## src/rtl/demux2_buf.sv

```systemverilog
// demux2_buf: one upstream stream steered by i_sel into two independent
// single-entry output channels (A and B), each with a wrapping delivery
// counter. A stalled channel never blocks traffic routed to its peer.
module demux2_buf #(
   parameter int P_WIDTH = 32,
   parameter int P_CNT_W = 16
) (
   input  logic               i_clk,
   input  logic               i_rst_n,
   input  logic               i_valid,
   input  logic [P_WIDTH-1:0] i_data,
   input  logic               i_sel,
   output logic               o_ready,
   output logic               o_valid_a,
   output logic [P_WIDTH-1:0] o_data_a,
   input  logic               i_ready_a,
   output logic               o_valid_b,
   output logic [P_WIDTH-1:0] o_data_b,
   input  logic               i_ready_b,
   output logic [P_CNT_W-1:0] o_cnt_a,
   output logic [P_CNT_W-1:0] o_cnt_b
);

   typedef enum logic {
      ST_EMPTY = 1'b0,
      ST_FULL  = 1'b1
   } chan_state_t;

   localparam logic [P_CNT_W-1:0] CNT_ONE  = {{(P_CNT_W-1){1'b0}}, 1'b1};
   localparam logic [P_CNT_W-1:0] CNT_ZERO = {P_CNT_W{1'b0}};
   localparam logic [P_WIDTH-1:0] DATA_ZERO = {P_WIDTH{1'b0}};

   chan_state_t        state_a_r, state_a_s;
   chan_state_t        state_b_r, state_b_s;
   logic [P_WIDTH-1:0] data_a_r, data_a_s;
   logic [P_WIDTH-1:0] data_b_r, data_b_s;
   logic [P_CNT_W-1:0] cnt_a_r, cnt_a_s;
   logic [P_CNT_W-1:0] cnt_b_r, cnt_b_s;

   logic drain_a_s, drain_b_s;
   logic ready_s;
   logic acc_a_s, acc_b_s;
   logic dlv_a_s, dlv_b_s;

   // Handshake decode: drainable conditions, upstream ready, accepts and deliveries.
   always_comb begin
      drain_a_s = 1'b0;
      drain_b_s = 1'b0;
      ready_s   = 1'b0;
      if (state_a_r == ST_EMPTY) begin
         drain_a_s = 1'b1;
      end else begin
         drain_a_s = i_ready_a;
      end
      if (state_b_r == ST_EMPTY) begin
         drain_b_s = 1'b1;
      end else begin
         drain_b_s = i_ready_b;
      end
      // Ready depends only on the selected channel, never on i_valid.
      if (i_sel) begin
         ready_s = drain_b_s;
      end else begin
         ready_s = drain_a_s;
      end
      acc_a_s = i_valid & ready_s & ~i_sel;
      acc_b_s = i_valid & ready_s & i_sel;
      dlv_a_s = (state_a_r == ST_FULL) & i_ready_a;
      dlv_b_s = (state_b_r == ST_FULL) & i_ready_b;
   end

   // Channel A next state: load on accept (even while delivering), empty on delivery alone.
   always_comb begin
      state_a_s = state_a_r;
      data_a_s  = data_a_r;
      case (state_a_r)
         ST_EMPTY: begin
            if (acc_a_s) begin
               state_a_s = ST_FULL;
               data_a_s  = i_data;
            end else begin
               state_a_s = ST_EMPTY;
            end
         end
         ST_FULL: begin
            if (acc_a_s) begin
               state_a_s = ST_FULL;
               data_a_s  = i_data;
            end else if (dlv_a_s) begin
               state_a_s = ST_EMPTY;
            end else begin
               state_a_s = ST_FULL;
            end
         end
         default: begin
            state_a_s = ST_EMPTY;
         end
      endcase
   end

   // Channel B next state: mirror of channel A with its own handshake.
   always_comb begin
      state_b_s = state_b_r;
      data_b_s  = data_b_r;
      case (state_b_r)
         ST_EMPTY: begin
            if (acc_b_s) begin
               state_b_s = ST_FULL;
               data_b_s  = i_data;
            end else begin
               state_b_s = ST_EMPTY;
            end
         end
         ST_FULL: begin
            if (acc_b_s) begin
               state_b_s = ST_FULL;
               data_b_s  = i_data;
            end else if (dlv_b_s) begin
               state_b_s = ST_EMPTY;
            end else begin
               state_b_s = ST_FULL;
            end
         end
         default: begin
            state_b_s = ST_EMPTY;
         end
      endcase
   end

   // Delivery counters: count completed output handshakes, wrapping naturally.
   always_comb begin
      if (dlv_a_s) begin
         cnt_a_s = cnt_a_r + CNT_ONE;
      end else begin
         cnt_a_s = cnt_a_r;
      end
      if (dlv_b_s) begin
         cnt_b_s = cnt_b_r + CNT_ONE;
      end else begin
         cnt_b_s = cnt_b_r;
      end
   end

   // State registers: reset discards held words and clears counters at once.
   always_ff @(posedge i_clk or negedge i_rst_n) begin
      if (!i_rst_n) begin
         state_a_r <= ST_EMPTY;
         state_b_r <= ST_EMPTY;
         data_a_r  <= DATA_ZERO;
         data_b_r  <= DATA_ZERO;
         cnt_a_r   <= CNT_ZERO;
         cnt_b_r   <= CNT_ZERO;
      end else begin
         state_a_r <= state_a_s;
         state_b_r <= state_b_s;
         data_a_r  <= data_a_s;
         data_b_r  <= data_b_s;
         cnt_a_r   <= cnt_a_s;
         cnt_b_r   <= cnt_b_s;
      end
   end

   assign o_ready   = ready_s;
   assign o_valid_a = (state_a_r == ST_FULL);
   assign o_valid_b = (state_b_r == ST_FULL);
   assign o_data_a  = data_a_r;
   assign o_data_b  = data_b_r;
   assign o_cnt_a   = cnt_a_r;
   assign o_cnt_b   = cnt_b_r;

endmodule

```

## config.mk

```make
export PLATFORM = sky130hd
export DESIGN_NAME = demux2_buf
export DESIGN_NICKNAME = d
export VERILOG_FILES = /design/src/rtl/demux2_buf.sv
export SDC_FILE = /design/constraint.sdc
export NUM_CORES = 1
export LEC_CHECK = 0
export ABC_CLOCK_PERIOD_IN_PS = 1610
export CELL_PAD_IN_SITES_DETAIL_PLACEMENT = 0
export CELL_PAD_IN_SITES_GLOBAL_PLACEMENT = 1
export CORE_MARGIN = 3
export CORE_UTILIZATION = 45
export DETAILED_ROUTE_END_ITERATION = 8
export DONT_BUFFER_PORTS = 1
export GPL_ROUTABILITY_DRIVEN = 0
export GPL_TIMING_DRIVEN = 1
export PLACE_DENSITY_LB_ADDON = 0.1
export SETUP_SLACK_MARGIN = 0.4
export SLEW_MARGIN = 20
export SYNTH_ARGS = -nofsm -noshare
export SYNTH_HDL_FRONTEND = slang
export SYNTH_SLANG_ARGS = --single-unit
```

## constraint.sdc

```tcl
create_clock -name i_clk -period 1.61 [get_ports i_clk]
set_clock_uncertainty 0.2 [all_clocks]
set_input_delay 0.161 -clock i_clk [delete_from_list [all_inputs] [get_ports i_clk]]
set_output_delay 0.161 -clock i_clk [all_outputs]
set_load 0.05 [all_outputs]
```

==> results of run 1 <==
[registers in the layout (all words and copies together) (netlist names)]
name and count:
o_cnt_a 16, o_valid_b 1, o_data_a 32, o_valid_a 1
o_cnt_b 16, o_data_b 32
[metrics by stage]
step | TNS, ps | instances | hold slack [ps]
4_1_cts | -459.3 | 575 | -741.9
2_1_floorplan | -5336 | 265 | -334.6
3_5_place_dp | 0 | 468 | -332.5
6_report | -319.4 | 610 | -723.0
5_1_grt | -2975 | 610 | -749.5
3_3_place_gp | 0 | 468 | -332.5
[cell families after synthesis]
| family | count (synthesis) | synth area share |
|---|---|---|
| xor+xnor | 30 | 0.06352 |
| buf+inv | 10 | 0.02299 |
| fa+ha+maj | 2 | 0.006049 |
| simple gates | 58 | 0.07865 |
| flops | 98 | 0.5929 |
| mux | 67 | 0.2359 |
[layout by cell type, fill, tap and decap left out, drive strengths merged, types with 4 or more instances in the layout]
cell / instances
xor2: 6
buf: 194
dfrtp: 98
nand2: 16
and3: 5
nand3: 12
xnor2: 24
dlygate4sd3: 33
nor2: 5
mux2: 67
inv: 4
nand4: 9
clkbuf: 13
[power groups by stage]
stage	logic, mW	clock network [mW]	registers (mW)
finish	4.69	1.64	3.34
global route	4.88	1.78	3.40
CTS	4.25	1.67	3.31
detailed placement	3.26	0	3.27
global placement	3.24	0	3.27
floorplan	0.819	0	4.81
[layer usage]
metal | vias to the layer above | global-route usage | share of wire
met4 | 0 | 0.07164 | 0.016
met1 | 1566 | 0.2748 | 0.39
met3 | 15 | 0.04915 | 0.060
met2 | 98 | 0.3682 | 0.53
met5 | - | 0 | 0
li1 | 1388 | - | -
[critical path, delay by kind of cell, from the launching register on]
kind	cells	cell delay, ps
flip-flops	1	370
multiplexers	1	340
buffers and inverters	1	150
AND/OR/NAND/NOR	1	80
[what timing repair did]
action,4_1_cts,5_1_grt
pin swaps,35,23
cloned,1,4
gates resized for setup,158,27
endpoints found under the setup margin,194,195
buffers inserted,58,31
hold endpoints to repair,179,111
[cell type report]
type,instances,area (µm²),area share
clock inverters,6,73.82,0.01014
flip-flops and latches,98,2489,0.3420
inverters,1,3.754,0.0005158
well taps,108,135.1,0.01857
multi-input cells,157,1891,0.2598
clock buffers,9,123.9,0.01702
repair buffers,231,2561,0.3520
[worst min-delay path by stage]
stage,start,end,cells after the start
final,i_rst_n,o_data_a[1],0
after CTS,i_rst_n,o_data_b[1],0
after floorplan,i_rst_n,o_cnt_a[0],0
after global routing,i_rst_n,o_data_b[4],0
after detailed placement,i_rst_n,o_data_b[1],0
after global placement,i_rst_n,o_data_b[1],0
==> metrics.txt, run 1 <==
synthesized flop and latch total=between 90 and 100; Finish-stage setup viols=29; Critical Path RT=1250 ps; P_sw=roughly 3.8 mW; Mean Syn Cell Area=15.61 µm²; top-count cell post-synth=dfrtp_1; Max Freq=602.8 MHz; Die ar.=slightly above 10000 µm²; I/O pin count=between 100 and 150; Post-DP HPWL=a little under 6000 µm; initial antenna violation count=0; Slew Limit Headroom=0.7851; area grow syn2layout=75.92%; Post-Synthesis Cell Area=~4100 µm²; Internal=roughly 5.9 mW; top_reg_cell synth=dfrtp_1; path depth of the worst reg2reg path=5; Root Driver=clkbuf_8; max cap viols=0; layout cells sized above 1=0.6992; Clk pwr share=0.170; GRT Total Usage=0.2163; Peak supply drop=1.051 mV; RSZ-0062 raised after global routing=true; Final Power=~9.7 mW; top-area cell type share of the netlist area=0.5929; Area contributors post-synth=dfrtp_1 59%, mux2_4 21%, xnor2_1 5.1%; Final WS setup=-49.05 ps; Iter 0 DRT Violations=between 60 and 70; first-pass GRT wire length=17230 µm; Synth top cells by count=98 x dfrtp_1, 59 x mux2_4, 24 x xnor2_1; number of synthesis warnings=0; Worst-Margin Slew=roughly 320 ps; Comb power frac=0.485; Post-DRT Antenna Nets=0; Die X=approximately 100 µm; Die Ht=a little over 100 µm; TritonCTS clock tree=built; first-pass iteration count of the detailed router=4; clk buf depth=2; Worst path slowest cell=dfrtp_2; kind of end point of the critical path=output port; min Tclk post-route=approximately 1700 ps; number of hold buffers added after cts=33; leakage power=roughly 3.4 nW; Max Transition Viols Final=0; hold slack=-723.0 ps; FFs w/ async S/R, synth=1.000; sequential fraction of the synthesis area=0.5929; H-tree depth=3; Netlist cell types=25; switching part of the total power=0.3898; Vias=a little over 3000; drt drc=0; crit-path cells=nand2b_1 > buf_4 > mux2_4; violated checks=negative hold slack, negative setup slack; syn nets=between 300 and 400; clk sinks=98; Power Dens Cells=approximately 1300 nW/µm²; Fillers=between 400 and 500; vias in the first global route=roughly 3300; Cells after Synth=about 270; startpoint types=flip-flop; R2R Setup Slk=-30 ps; core area=8806 µm²; worst-path maximum fanout=2; crit path from=o_valid_b; Post-synth EDFFs=0; Final Cycle Share=1.030; r2r endpoint=o_data_b[8]; nets=between 500 and 600; number of failing hold endpoints at the final stage=around 110; dpl ws=about 15 ps; num rows=34; drt total wl=12100 µm; placed cell area=5170 µm²; mean routed wirelength per cell=between 15 and 20 µm; status=finished, violations left; IO Port Bufs=0; largest net degree at the start of global routing=99; Worst Setup EP=o_ready; diodes inserted=0; Clock transition at path regs=100 ps; Hold WC Path Type=primary input to async pin; area leader, netlist=dfrtp_1; final instance area=a little over 7000 µm²; Setup Crit Path Kind=flip-flop to output port; vias per std cell=5.028; Util after Layout=0.8264; clk_lat worst skew=roughly 360 ps; Flop pwr share=0.345; CTS buffer count=9; starting density of the core=0.4697; grt ovf=0; R2R Path Start=o_valid_b; CP peak stage delay=370 ps; Worst Path Arrival=1300 ps
Note: power is estimated with default switching activity, not from simulation.
==> inputs of run 2 (changes only) <==
PLACE_DENSITY = 0.7   (was not set)
PLACE_DENSITY_LB_ADDON = not set   (was 0.1)
==> metrics.txt, run 2 (synthesis gave the netlist of run 1 again) <==
clk_lat worst skew=360 ps (about the same); RSZ-0062 raised after global routing=true; Clock transition at path regs=110 ps (about the same); Reg area=2487 µm² (about the same); largest net degree at the start of global routing=99 (unchanged); hold slack=-729.1 ps (-6.030 ps); area grow syn2layout=80.79%; r2r endpoint=o_cnt_a[8]; IO Port Bufs=0 (unchanged); violated checks=negative hold slack, negative setup slack; most common cell after layout, fill and taps aside=buf_6; max cap viols=0 (unchanged); Power Dens Cells=1323 nW/µm² (-0.57%); first-pass iteration count of the detailed router=4 (unchanged); mean routed wirelength per cell=21.33 µm (+7.6%); Multi-input gate area=1899 µm² (+0.46%); final instance area=7478 µm² (+2.8%); Die Ht=101.9 µm (unchanged); starting density of the core=0.4697 (unchanged); startpoint types=flip-flop; Die X=101.9 µm (unchanged); num rows=34 (unchanged); leakage power=3.528 nW (+2.3%); vias in the first global route=3214 (-1.4%); DP Cell Count=468 (unchanged); Fillers=394 (-14%); placed cell area=5170 µm² (unchanged); drt total wl=13440 µm (+11%); Finished Layout Cells=630 (+3.3%); Final WS setup=-87.80 ps (-38.75 ps); Vias=3165 (+3.2%); Root Driver=clkbuf_8; number of hold buffers added after cts=33 (unchanged); TritonCTS clock tree=built; worst-path maximum fanout=3 (+1); H-tree depth=3 (unchanged); Setup Crit Path Kind=flip-flop to flip-flop; Slew Limit Headroom=0.8054 (+0.02031); most frequent cells in the layout=97 x buf_6, 83 x buf_4, 70 x dfrtp_1, 67 x mux2_4, 33 x dlygate4sd3_1; R2R Path Start=o_valid_a; clk sinks=98 (unchanged); crit path from=o_valid_a; Worst-Margin Slew=289.8 ps (-30.24 ps); Hold WC Path Type=primary input to async pin; Peak supply drop=1.176 mV (+12%); core area=8806 µm² (unchanged); kind of end point of the critical path=flip-flop; vias per std cell=5.024 (about the same); Worst Path Arrival=1750 ps (+450 ps); Die ar.=10380 µm² (unchanged); Max Transition Viols Final=0 (unchanged); layout cells sized above 1=0.7146 (+0.01536); Post-DRT Antenna Nets=0 (unchanged); drt drc=0 (unchanged); nets=557 (+3.5%); Max Freq=589.0 MHz (-2.3%); status=finished, violations left; Critical Path RT=1660 ps (+410 ps); I/O pin count=137 (unchanged); Fin Setup TNS=-833.8 ps (-514.4 ps); CTS buffer count=9 (unchanged); number of failing hold endpoints at the final stage=112 (+0.90%); Iter 0 DRT Violations=86 (+39%); Worst Setup EP=o_cnt_a[8]; diodes inserted=0 (unchanged); clk buf depth=2 (unchanged); first-pass GRT wire length=17420 µm (+1.1%); Finish-stage setup viols=36 (+24%); R2R Setup Slk=-90 ps (-60 ps); path depth of the worst reg2reg path=6 (+1); min Tclk post-route=1698 ps (+38.75 ps); initial antenna violation count=0 (unchanged); grt ovf=0 (unchanged); Final Cycle Share=1.055 (+0.02407); Post-DP HPWL=6175 µm (+3.8%); GRT Total Usage=0.2169 (+0.0006168)
run 2: changes by cell type in the layout (fill, tap and decap cells not counted), sizes merged:
| cell | change |
|---|---|
| buf | +18 |
| clkinvlp | -1 |
| clkbuf | +2 |
| clkinv | +1 |
| inv | +1 |
| bufinv | -1 |
run 2: cell type report:
| type | count | share of cell area |
|---|---|---|
| clock buffers | 10 | 0.01707 |
| clock inverters | 6 | 0.007529 |
| inverters | 1 | 0.0005019 |
| multi-input cells | 157 | 0.2540 |
| flip-flops and latches | 98 | 0.3326 |
| well taps | 108 | 0.01807 |
| repair buffers | 250 | 0.3703 |
run 2: worst min path at each step:
stage,end,from,cells after the start,slack (ps)
finish,o_data_a[4],i_rst_n,0,-730
global route,o_data_a[4],i_rst_n,0,-750
CTS,o_data_b[2],i_rst_n,0,-740
detailed placement,o_data_b[2],i_rst_n,0,-330
global placement,o_data_b[2],i_rst_n,0,-330
floorplan,o_cnt_a[0],i_rst_n,0,-330
run 2: through the flow:
stage	power (mW)	utilization	setup WS (ps)
floorplan	5.628	-	-86.21
global placement	6.493	0.5871	16.41
detailed placement	6.552	0.5871	-16.32
CTS	9.255	0.7725	-39.35
global route	10.24	0.8492	-116.9
finish	9.892	0.8492	-87.80
run 2: per-layer routing:
layer	GRT usage	wire, µm	up-vias
met5	0	0	-
met4	0.06256	202	0
met3	0.05734	887	16
met2	0.3587	7048	113
met1	0.2843	5299	1609
li1	-	-	1427
run 2: where the power goes:
| group | switching, mW | total [mW] | internal [mW] |
|---|---|---|---|
| logic | 2.55 | 4.98 | 2.43 |
| clock network | 0.960 | 1.56 | 0.600 |
| registers | 0.446 | 3.36 | 2.91 |
run 2: repair_timing:
item / in CTS / in global routing
resized for setup: 160 / 44
setup buffers: 60 / 47
cloned: 1 / 5
pin swaps: 34 / 23
endpoints found under the setup margin: 195 / 196
hold endpoints to repair: 183 / 111
run 2: critical path: stages (launching register included):
cell     delay, ps
dfrtp_2        460
buf_4          160
buf_12         140
and2_4         140
and3_4         170
and3_4         180
xor2_1         140
